`src/rtl/fp_adder_pipe_if.sv`:
```
// Valid/ready operand and result bundle for fp_adder_pipe; W is derived from EXP_W and MAN_W.
interface fp_adder_pipe_if #(
  parameter int unsigned EXP_W = 8,
  parameter int unsigned MAN_W = 23
);
  localparam int unsigned W = EXP_W + MAN_W + 1;

  logic         i_valid;
  logic         o_ready;
  logic [W-1:0] i_fp1;
  logic [W-1:0] i_fp2;
  logic         i_sub;
  logic         o_valid;
  logic         i_ready;
  logic [W-1:0] o_fp;
  logic [3:0]   o_flags;

  modport master (output i_valid, i_fp1, i_fp2, i_sub, i_ready,
                  input  o_ready, o_valid, o_fp, o_flags);
  modport slave  (input  i_valid, i_fp1, i_fp2, i_sub, i_ready,
                  output o_ready, o_valid, o_fp, o_flags);
endinterface

```
`src/rtl/fp_adder_pipe.sv`:
```
// 3-stage pipelined IEEE-754 adder/subtractor (unpack/align, add, normalise/round).
// Build macro FP_ADD_RNE_EN selects round-to-nearest-even; default build truncates.
module fp_adder_pipe #(
  parameter int unsigned EXP_W = 8,
  parameter int unsigned MAN_W = 23
) (
  input  logic           i_clk,
  input  logic           i_rst,
  fp_adder_pipe_if.slave bus
);
  localparam int unsigned W      = EXP_W + MAN_W + 1;
  localparam int unsigned SW     = MAN_W + 4;   // {hidden, frac, guard, round, sticky}
  localparam int unsigned XW     = EXP_W + 1;   // exponent with overflow headroom
  localparam int unsigned SH_LIM = MAN_W + 3;
  localparam logic [EXP_W-1:0] EXP_ONES = '1;
  localparam logic [W-1:0]     QNAN     = {1'b0, EXP_ONES, 1'b1, {(MAN_W-1){1'b0}}};

  // Handshake: only a full output stage that is not drained can block.
  logic v1, v2;
  logic stall_c, en1_c, en2_c, en3_c, in_fire_c;

  assign stall_c     = bus.o_valid && !bus.i_ready;
  assign bus.o_ready = !stall_c;
  assign en3_c       = !stall_c;
  assign en2_c       = !v2 || en3_c;
  assign en1_c       = !v1 || en2_c;
  assign in_fire_c   = bus.i_valid && bus.o_ready;

  // S1: unpack, classify, swap, align
  logic             sa_c, sb_c, sl_c, hl_c, hs_c, swap_c;
  logic             nan_a_c, nan_b_c, snan_a_c, snan_b_c, inf_a_c, inf_b_c;
  logic [EXP_W-1:0] ea_c, eb_c, el_c, es_c, d_c;
  logic [MAN_W-1:0] fa_c, fb_c, fl_c, fs_c;
  logic [SW-1:0]    sig_s_c, mask_c, al_c;
  logic             spec_c, inv_c;
  logic [W-1:0]     sres_c;

  always_comb begin
    sa_c = bus.i_fp1[W-1];
    ea_c = bus.i_fp1[W-2:MAN_W];
    fa_c = bus.i_fp1[MAN_W-1:0];
    sb_c = bus.i_fp2[W-1] ^ bus.i_sub;
    eb_c = bus.i_fp2[W-2:MAN_W];
    fb_c = bus.i_fp2[MAN_W-1:0];

    nan_a_c  = (ea_c == EXP_ONES) && (fa_c != '0);
    nan_b_c  = (eb_c == EXP_ONES) && (fb_c != '0);
    snan_a_c = nan_a_c && !fa_c[MAN_W-1];
    snan_b_c = nan_b_c && !fb_c[MAN_W-1];
    inf_a_c  = (ea_c == EXP_ONES) && (fa_c == '0);
    inf_b_c  = (eb_c == EXP_ONES) && (fb_c == '0);

    swap_c = {eb_c, fb_c} > {ea_c, fa_c};
    sl_c   = swap_c ? sb_c : sa_c;
    el_c   = swap_c ? eb_c : ea_c;
    fl_c   = swap_c ? fb_c : fa_c;
    es_c   = swap_c ? ea_c : eb_c;
    fs_c   = swap_c ? fa_c : fb_c;
    hl_c   = (el_c != '0);
    hs_c   = (es_c != '0);
    if (!hl_c) el_c = EXP_W'(1);
    if (!hs_c) es_c = EXP_W'(1);

    d_c     = el_c - es_c;
    sig_s_c = {hs_c, fs_c, 3'b000};
    mask_c  = (SW'(1) << d_c) - SW'(1);
    if (32'(d_c) >= SH_LIM) al_c = SW'(|sig_s_c);
    else                    al_c = (sig_s_c >> d_c) | SW'(|(sig_s_c & mask_c));

    spec_c = nan_a_c | nan_b_c | inf_a_c | inf_b_c;
    inv_c  = 1'b0;
    sres_c = QNAN;
    if (nan_a_c || nan_b_c)                         inv_c = snan_a_c | snan_b_c;
    else if (inf_a_c && inf_b_c && (sa_c != sb_c))  inv_c = 1'b1;
    else if (inf_a_c)                               sres_c = {sa_c, EXP_ONES, {MAN_W{1'b0}}};
    else if (inf_b_c)                               sres_c = {sb_c, EXP_ONES, {MAN_W{1'b0}}};
  end

  logic             s1_spec, s1_inv, s1_sign, s1_sub;
  logic [W-1:0]     s1_res;
  logic [EXP_W-1:0] s1_exp;
  logic [SW-1:0]    s1_siga, s1_sigb;

  // S2: magnitude add/subtract with one carry bit
  logic [SW:0] sum_c;
  logic        sign2_c;

  always_comb begin
    if (s1_sub) sum_c = {1'b0, s1_siga} - {1'b0, s1_sigb};
    else        sum_c = {1'b0, s1_siga} + {1'b0, s1_sigb};
    sign2_c = (s1_sub && (sum_c == '0)) ? 1'b0 : s1_sign;
  end

  logic             s2_spec, s2_inv, s2_sign;
  logic [W-1:0]     s2_res;
  logic [EXP_W-1:0] s2_exp;
  logic [SW:0]      s2_sum;

  function automatic logic [31:0] lzc(input logic [SW-1:0] x);
    logic [31:0] n;
    n = 32'(SW);
    for (int unsigned i = 0; i < SW; i++) begin
      if (x[i]) n = 32'(SW - 1 - i);
    end
    return n;
  endfunction

  // S3: normalise, round, pack
  logic [SW-1:0]    m_c;
  logic [XW-1:0]    en_c, er_c;
  logic [31:0]      lz_c, lim_c, sh_c;
  logic             inexact_c, rup_c, ovf_c;
  logic [MAN_W+1:0] rnd_c;
  logic [MAN_W-1:0] fr_c;
  logic [W-1:0]     res_c;
  logic [3:0]       flags_c;

  always_comb begin
    lz_c  = lzc(s2_sum[SW-1:0]);
    lim_c = 32'(s2_exp) - 32'd1;
    sh_c  = (lz_c < lim_c) ? lz_c : lim_c;
    if (s2_sum[SW]) begin
      m_c  = {s2_sum[SW:2], s2_sum[1] | s2_sum[0]};
      en_c = XW'(s2_exp) + XW'(1);
    end else begin
      m_c  = s2_sum[SW-1:0] << sh_c;
      en_c = m_c[SW-1] ? XW'(32'(s2_exp) - sh_c) : '0;
    end

    inexact_c = m_c[2] | m_c[1] | m_c[0];
`ifdef FP_ADD_RNE_EN
    rup_c = m_c[2] & (m_c[1] | m_c[0] | m_c[3]);
`else
    rup_c = 1'b0;
`endif
    rnd_c = {1'b0, m_c[SW-1:3]} + (MAN_W+2)'(rup_c);
    if (rnd_c[MAN_W+1]) begin
      er_c = en_c + XW'(1);
      fr_c = rnd_c[MAN_W:1];
    end else begin
      er_c = ((en_c == '0) && rnd_c[MAN_W]) ? XW'(1) : en_c;
      fr_c = rnd_c[MAN_W-1:0];
    end
    ovf_c = (er_c >= XW'(EXP_ONES));

    if (s2_spec) begin
      res_c   = s2_res;
      flags_c = {s2_inv, 3'b000};
    end else if (ovf_c) begin
`ifdef FP_ADD_RNE_EN
      res_c = {s2_sign, EXP_ONES, {MAN_W{1'b0}}};
`else
      res_c = {s2_sign, EXP_ONES - EXP_W'(1), {MAN_W{1'b1}}};
`endif
      flags_c = 4'b0101;
    end else begin
      res_c   = {s2_sign, er_c[EXP_W-1:0], fr_c};
      flags_c = {1'b0, 1'b0, (er_c == '0) && inexact_c, inexact_c};
    end
  end

  // Control and output registers
  always_ff @(posedge i_clk) begin
    if (i_rst) begin
      v1          <= 1'b0;
      v2          <= 1'b0;
      bus.o_valid <= 1'b0;
      bus.o_fp    <= '0;
      bus.o_flags <= '0;
    end else begin
      if (en1_c) v1 <= in_fire_c;
      if (en2_c) v2 <= v1;
      if (en3_c) begin
        bus.o_valid <= v2;
        if (v2) begin
          bus.o_fp    <= res_c;
          bus.o_flags <= flags_c;
        end
      end
    end
  end

  // Datapath stage registers
  always_ff @(posedge i_clk) begin
    if (in_fire_c) begin
      s1_spec <= spec_c;
      s1_inv  <= inv_c;
      s1_res  <= sres_c;
      s1_sign <= sl_c;
      s1_sub  <= sa_c ^ sb_c;
      s1_exp  <= el_c;
      s1_siga <= {hl_c, fl_c, 3'b000};
      s1_sigb <= al_c;
    end
    if (en2_c && v1) begin
      s2_spec <= s1_spec;
      s2_inv  <= s1_inv;
      s2_res  <= s1_res;
      s2_sign <= sign2_c;
      s2_exp  <= s1_exp;
      s2_sum  <= sum_c;
    end
  end
endmodule

```
`src/flat_wrapper.sv`:
```
// flat-port wrapper written by rule: the top's interface ports become plain ports
module fp_adder_pipe_flat 
#(
  parameter int unsigned EXP_W = 8,
  parameter int unsigned MAN_W = 23
)
  (i_clk, i_rst, bus_i_valid, bus_i_fp1, bus_i_fp2, bus_i_sub, bus_i_ready, bus_o_ready, bus_o_valid, bus_o_fp, bus_o_flags);
  fp_adder_pipe_if #(.EXP_W(EXP_W), .MAN_W(MAN_W)) bus_i ();
  input  logic i_clk;
  input  logic i_rst;
  input wire logic [$bits(bus_i.i_valid)-1:0] bus_i_valid;
  input wire logic [$bits(bus_i.i_fp1)-1:0] bus_i_fp1;
  input wire logic [$bits(bus_i.i_fp2)-1:0] bus_i_fp2;
  input wire logic [$bits(bus_i.i_sub)-1:0] bus_i_sub;
  input wire logic [$bits(bus_i.i_ready)-1:0] bus_i_ready;
  output wire logic [$bits(bus_i.o_ready)-1:0] bus_o_ready;
  output wire logic [$bits(bus_i.o_valid)-1:0] bus_o_valid;
  output wire logic [$bits(bus_i.o_fp)-1:0] bus_o_fp;
  output wire logic [$bits(bus_i.o_flags)-1:0] bus_o_flags;
  assign bus_i.i_valid = bus_i_valid;
  assign bus_i.i_fp1 = bus_i_fp1;
  assign bus_i.i_fp2 = bus_i_fp2;
  assign bus_i.i_sub = bus_i_sub;
  assign bus_i.i_ready = bus_i_ready;
  assign bus_o_ready = bus_i.o_ready;
  assign bus_o_valid = bus_i.o_valid;
  assign bus_o_fp = bus_i.o_fp;
  assign bus_o_flags = bus_i.o_flags;
  fp_adder_pipe #(.EXP_W(EXP_W), .MAN_W(MAN_W)) u_core (.i_clk(i_clk), .i_rst(i_rst), .bus(bus_i));
endmodule
```
`config.mk`:
```
export PLATFORM = sky130hd
export DESIGN_NAME = fp_adder_pipe_flat
export DESIGN_NICKNAME = d
export VERILOG_FILES = /design/src/rtl/fp_adder_pipe_if.sv /design/src/rtl/fp_adder_pipe.sv /design/src/flat_wrapper.sv
export SDC_FILE = /design/constraint.sdc
export NUM_CORES = 1
export LEC_CHECK = 0
export ABC_AREA = 1
export BUFFER_PORTS_ARGS = -buffer_cell sky130_fd_sc_hd__clkbuf_2
export CORE_MARGIN = 4
export CORE_UTILIZATION = 30
export CTS_CLUSTER_DIAMETER = 150
export DETAILED_ROUTE_END_ITERATION = 16
export PLACE_DENSITY = 0.55
export SYNTH_ARGS = -nofsm -noshare
export SYNTH_HDL_FRONTEND = slang
export SYNTH_SLANG_ARGS = --single-unit
```
`constraint.sdc`:
```
create_clock -name i_clk -period 8.31 [get_ports i_clk]
set_input_delay 1.2465 -clock i_clk [delete_from_list [all_inputs] [get_ports i_clk]]
set_output_delay 1.2465 -clock i_clk [all_outputs]
set_load 0.02 [all_outputs]
```
[Word-level counts from Yosys, hierarchy flattened]
Index checks and enable logic that the tools add are counted.
Word-level totals
  register bits after elaboration: 205
  bits of input ports: 69
  output and inout port bits: 38
  word-level logic and storage cells: 136
Operators by class
  $add $sub $neg: 7
  magnitude comparators: 4
  eq/ne operators: 3
  shifts and indexed selects: 3
  multiplexer cells: 49
  bitwise operators: 12
  reduce and logical (&&, ||, !) cells: 37
Operators by type and width (count)
  2-to-1 mux 32 bit: 4
  2-to-1 mux 5 bit: 16
  zero test 23 bit: 2
  2-to-1 mux 23 bit: 2
  nonzero test 23 bit: 2
  2-to-1 mux 4 bit: 9
  less-than comparator 5 x 32 -> 1 bit: 1
  2-to-1 mux 8 bit: 4
  << shifter 27 x 32 -> 27 bit: 1
  greater-than comparator 31 bit: 1
  2-to-1 mux 31 bit: 1
  adder 27 x 27 -> 28 bit: 1
  zero test 28 bit: 1
  2-to-1 mux 28 bit: 1
  subtractor 27 x 27 -> 28 bit: 1
  AND 27 bit: 1
  2-to-1 mux 27 bit: 1
  2-to-1 mux 9 bit: 3
  bitwise OR 27 x 1 -> 27 bit: 1
  OR reduction 27 bit: 1
  << shifter 1 x 8 -> 27 bit, first input constant: 1
  >> shifter 27 x 8 -> 27 bit: 1
  subtractor 27 x 2 -> 27 bit, second input constant: 1
  OR reduction 24 bit: 1
  other kinds (22): 57

[Depth between registers and ports, before layout]
  word-level depth: 39
  mapped depth: 60
  depth with buffers taken out: 58

[Worst setup path after synthesis]
No wires, ideal clock.
  kind: input to register
  from: input port bus_i_fp1[6]
  to: register u_core.s1_sigb[0], data pin
  setup time: 0.145 ns
  arrival time: 7.869 ns
  data required time: 8.165 ns
  slack: 0.296 ns
  stages: 48
  path buffers: 4
  cells stage by stage: inv_1 ha_1 a21oi_1 o21ai_0 a21oi_1 o21ai_0 a221oi_1 o221ai_1 a211o_1 nand2_1 clkbuf_1 clkbuf_1 clkbuf_1 clkbuf_1 o21ai_0 nor4_1 a21oi_1 ha_1 [... 12 more ...] o21ai_0 nand2_1 nor2_1 nand2_1 a21oi_1 inv_1 a21oi_1 o21ai_1 a21oi_1 inv_1 a21oi_1 o21ai_1 a21oi_1 o21a_1 o211ai_1 nand4_1 nor3_1 o21ai_1
On the way
  longest elaborated chain between the ends: 11
  elaborated cells on any way between the ends: 18
  classes of those cells: 2 x add/sub; 2 x order compare; 2 x shift; 6 x mux; 2 x bitwise; 4 x reduce/logical
RTL lines
  start, declared: line flat_wrapper.sv:12  | input wire logic [$bits(bus_i.i_fp1)-1:0] bus_i_fp1;
  greater-than comparator 31 bit: line fp_adder_pipe.sv:53  | swap_c = {eb_c, fb_c} > {ea_c, fa_c};
  2-to-1 mux 8 bit, on equally long branches: line fp_adder_pipe.sv:55, fp_adder_pipe.sv:57
  nonzero test 8 bit, on equally long branches: line fp_adder_pipe.sv:59, fp_adder_pipe.sv:60
  2-to-1 mux 8 bit, on equally long branches: line fp_adder_pipe.sv:61, fp_adder_pipe.sv:62
  subtractor 8 bit: line fp_adder_pipe.sv:64  | d_c = el_c - es_c;
  << shifter 1 x 8 -> 27 bit: line fp_adder_pipe.sv:66  | mask_c = (SW'(1) << d_c) - SW'(1);
  subtractor 27 x 2 -> 27 bit: line fp_adder_pipe.sv:66
  AND 27 bit: line fp_adder_pipe.sv:68  | else al_c = (sig_s_c >> d_c) | SW'(|(sig_s_c & mask_c));
  OR reduction 27 bit: line fp_adder_pipe.sv:68
  bitwise OR 27 x 1 -> 27 bit: line fp_adder_pipe.sv:68
  2-to-1 mux 1 bit *: line fp_adder_pipe.sv:67  | if (32'(d_c) >= SH_LIM) al_c = SW'(|sig_s_c);
  net u_core.al_c[0]: line fp_adder_pipe.sv:34  | logic [SW-1:0] sig_s_c, mask_c, al_c;
  end signal, assigned: line fp_adder_pipe.sv:193  | s1_sigb <= al_c;
  end, declared: line fp_adder_pipe.sv:82  | logic [SW-1:0] s1_siga, s1_sigb;
Mark *: on every way through the listed nets, which the timed path passes. The rest lies on a longest branch.
A chain may end at the register's enable or synchronous reset.

[Final worst setup path]
  from: input port bus_i_fp1[4]
  to: register u_core.s1_sigb[0], data pin
On the way
  longest elaborated chain between the ends: 11
  elaborated cells on any way between the ends: 18
  classes of those cells: 2 x add/sub; 2 x order compare; 2 x shift; 6 x mux; 2 x bitwise; 4 x reduce/logical
RTL lines
  greater-than comparator 31 bit *: line fp_adder_pipe.sv:53
  2-to-1 mux 8 bit *: line fp_adder_pipe.sv:55  | el_c = swap_c ? eb_c : ea_c;
  nonzero test 8 bit: line fp_adder_pipe.sv:59  | hl_c = (el_c != '0);
  2-to-1 mux 8 bit *: line fp_adder_pipe.sv:61  | if (!hl_c) el_c = EXP_W'(1);
  net u_core.el_c[2]: line fp_adder_pipe.sv:32  | logic [EXP_W-1:0] ea_c, eb_c, el_c, es_c, d_c;
  subtractor 8 bit *: line fp_adder_pipe.sv:64
  << shifter 1 x 8 -> 27 bit: line fp_adder_pipe.sv:66
  subtractor 27 x 2 -> 27 bit: line fp_adder_pipe.sv:66
  AND 27 bit: line fp_adder_pipe.sv:68
  OR reduction 27 bit: line fp_adder_pipe.sv:68
  bitwise OR 27 x 1 -> 27 bit: line fp_adder_pipe.sv:68
  2-to-1 mux 1 bit *: line fp_adder_pipe.sv:67
  net u_core.al_c[0]: line fp_adder_pipe.sv:34
Marks and branches as above.

==> impl_metrics.toml <==
[status]
result_of_the_run = "complete, no violations"

[layout]
antenna-diode-count = 0
nets = 2141
seqCellArea_mm2 = 0.003964
layout-drive-gt1-share_pct = 11.72
syn2layout_area_growth_pct = 13.77
top_library_cells_by_usage_in_the_layout_fill_and_taps_aside = "nand2_1, inv_1, o21ai_0, nor2_1, a21oi_1"
final_core_utilization_pct = 34.65
area_of_combinational_cells_with_multiple_inputs_mm2 = 0.007869
layout.cells.most_common = "nand2_1"
n_fill_cell = 4612
stdcell_count = 2565

[setup_path]
crit_path_start = "bus_i_fp1[4]"
timing.critical_path.required_ns = 8.59
worstSetupPathType = "input pin to register"
crit_top_cell = "a21oi_1"
crit_arrival_ns = 7.92
cp_slowest_stage_delay_ns = 0.41
crit_slowest_cell = "fa_1"
crit_path_max_fanout = 23
cp_num_buf_inv = 8
critical_path.startpoint_type = "input pin"
timing.critical_path.to_type = "register"
crit-reg2reg-launch = "u_core.s2_sum[4]"
cp_top_family = "compound AO/OA/AOI/OAI gates"

[power]
power.share.switching_pct = 43.54
power.static_leakage_nw = 6.857
cellPowerDensity_mw_per_mm2 = 208.8
internal_power_mw = 1.767
ir_drop_mv = 0.1664
p_clk_share_pct = 24.1
seq_power_share_pct = 29.3
p_comb_share_pct = 46.6
netSwitchingPower_mw = 1.363

[synth]
ys_warn_count = 0
synth_async_sr_flop_share_pct = 0
postSynthRegisterBits = 145
yosys.area.top_type_share_pct = 24.16
synthSimpleGateAreaFrac_pct = 23.70
adder_cell_area_share_of_the_yosys_netlist_pct = 10.14
synth_top_family_by_area = "simple AND/OR/NAND/NOR gates"
area_fraction_in_compound_gates_after_synthesis_pct = 21.88
fraction_of_synthesized_area_in_multiplexers_pct = 1.139
mappedNetlistArea_mm2 = 0.01318
post_synth_main_area_contributors = "edfxtp_1, nand2_1, ha_1"
synth-edff-count = 106
yosysSeqAreaShare_pct = 30.08
synth.avg_cell_area_um2 = 7.027
synth-xor-area-share_pct = 2.592
netlist-cell-type-count = 57
postSynth.topFlopCell = "edfxtp_1"
synth_top_cell_by_area = "edfxtp_1"
synth_cells = 1875

[routing]
totalWireLength_um = 41650
via_count = 13020
drt_drc_violations_left = 0
drt_pass1_iterations = 5
detail_route.vias_per_cell = 5.077
final_antenna_net_count = 0
wl_per_cell_um = 16.24
drt-initial-drc-count = 1160

[floorplanning]
chip_height_um = 217.6
core_mm2 = 0.04327
floorplan.rows = 76
floorplan.io_pins = 107
dieWidth_um = 217.6
dieArea_mm2 = 0.04734
start_util_pct = 30.45

[clock_tree]
ctsHoldBuffers = 0
ctsRootBufferMaster = "clkbuf_16"
cts_buffer_depth = 2
cts.sink_count = 145
clk_pin_slew_worst_setup_hold_paths_ns = 0.06
clk-insertion-delay-late_ns = 0.44
numCtsBuffers = 17
clock_tree_from_tritoncts = "yes"
htree_levels = 4

[grt]
grt_util_all_layers_pct = 17.48
via_count_of_the_first_global_routing_pass = 12650
maximum_number_of_pins_on_one_net_before_global_route_repair = 95
globalRouteOverflowTotal = 0
antenna_found_initial = 0
wire_length_of_the_first_global_routing_pass_um = 66480

[timing]
slew-limit-headroom_pct = 38.58
hold-worst-slack_ns = 0.4188
finalCritPeriodShare_pct = 91.85
fmax_ghz = 0.1310
final-setup-viol-count = 0
max_slew.worst_pin.slew_ns = 0.9213
grt_setup_unrepaired = "false"
final.setup_skew_ns = 0.01250
totalNegativeSetupSlack_ns = 0
final_period_minus_worst_setup_slack_ns = 7.633
finalHoldViolations = 0
timing.final.max_slew_violations = 0

[placed_design]
io_buffer_count = 106
dp.final_hpwl_um = 33810
place.detailed.instances = 2529
gpl.final_weighted_congestion = 0.9448

[min_path]
min-delay-start = "u_core.s1_exp[3]"
worst_hold_path_type = "register to register"

[run]
max_cap_violations = 0
## worst register-to-register path, delay by kind of cell, from the launching register on
kind            cells  cell delay, ns
buf+inv             2            0.53
flops               1            0.45
simple gates       30            2.69
fa+ha+maj           2            0.73
compound gates      6            1.77
xor+xnor            1            0.17
## synthesized netlist by cell type (all sizes together), types with 18 or more instances
cell / instances
buf: 23
clkbuf: 50
inv: 274
edfxtp: 106
ha: 102
nor3: 20
o22ai: 47
nand2: 398
dfxtp: 39
nor4: 24
nand3: 113
xor2: 35
a21oi: 139
nand4: 19
o21ai: 222
a22oi: 18
nor2: 130
## path summary, 6_finish.rpt
check / to / slack [ns] / cells after the start
min: u_core.s2_exp[3] / 0.42 / 0
max reg2reg: u_core.bus.o_fp[14] / 1.79 / 41
max: u_core.s1_sigb[0] / 0.68 / 44
min reg2reg: u_core.s2_exp[3] / 0.42 / 0
## kinds of logic (layout without fill, tap and decap cells)
kind of cell / Yosys count / count (layout)
XOR/XNOR: 39 / 39
flip-flops: 145 / 145
buffers and inverters: 349 / 452
AND/OR/NAND/NOR: 724 / 724
multiplexers: 15 / 15
AO/OA/AOI/OAI: 497 / 497
other: 1 / 3
adder cells (fa/ha/maj): 105 / 105
## per-layer routing
layer | share of wire, % | track usage (%)
met1 | 48 | 23.58
met2 | 44 | 28.27
met3 | 4.4 | 2.745
met4 | 3.2 | 6.551
met5 | 0 | 0
## final cells by class
cell class | instances | share of cell area [%]
timing repair buffer | 144 | 5.442
sequential | 145 | 26.44
clock buffer | 17 | 2.838
tap | 585 | 4.883
inverter | 276 | 6.911
multi-input combinational | 1383 | 52.49
clock inverter | 15 | 0.9932
## timing repair
| item | CTS | global route |
|---|---|---|
| setup buffers | 0 | 4 |
| endpoints found under the hold margin | 0 | 0 |
| gates resized for setup | 0 | 3 |
| setup endpoints to repair | 0 | 1 |
## metrics by stage
step | power [mW] | setup WS, ns | cell area [um^2]
after floorplan | 1.941 | 0.2963 | 13180
after CTS | 3.125 | 0.5219 | 14950
after global routing | 3.373 | 0.05262 | 14990
final | 3.130 | 0.6774 | 14990
after global placement | 2.356 | 0.2259 | 14370
after detailed placement | 2.359 | 0.09625 | 14370
## flip-flops by register name, indices dropped and copies added (netlist names)
name and cells:
u_core.s2_res 2, u_core.s1_spec 1, u_core.v1 1, u_core.s2_inv 1, u_core.s2_spec 1, u_core.bus.o_flags 4, u_core.s2_sign 1, u_core.s1_inv 1
u_core.s2_sum 28, u_core.bus.o_valid 1, u_core.s1_sign 1, u_core.s1_res 2, u_core.s1_siga 24, u_core.s1_sigb 27, u_core.v2 1, u_core.s2_exp 8
u_core.s1_exp 8, u_core.s1_sub 1, u_core.bus.o_fp 32
## power groups by stage
| stage | clock [mW] | combinational, mW | sequential [mW] |
|---|---|---|---|
| finish | 0.754 | 1.46 | 0.917 |
| global route | 0.809 | 1.64 | 0.924 |
| CTS | 0.777 | 1.43 | 0.916 |
| detailed placement | 0 | 1.43 | 0.932 |
| global placement | 0 | 1.42 | 0.931 |
| floorplan | 0 | 1.02 | 0.921 |
Note: power is estimated with default switching activity, not from simulation.
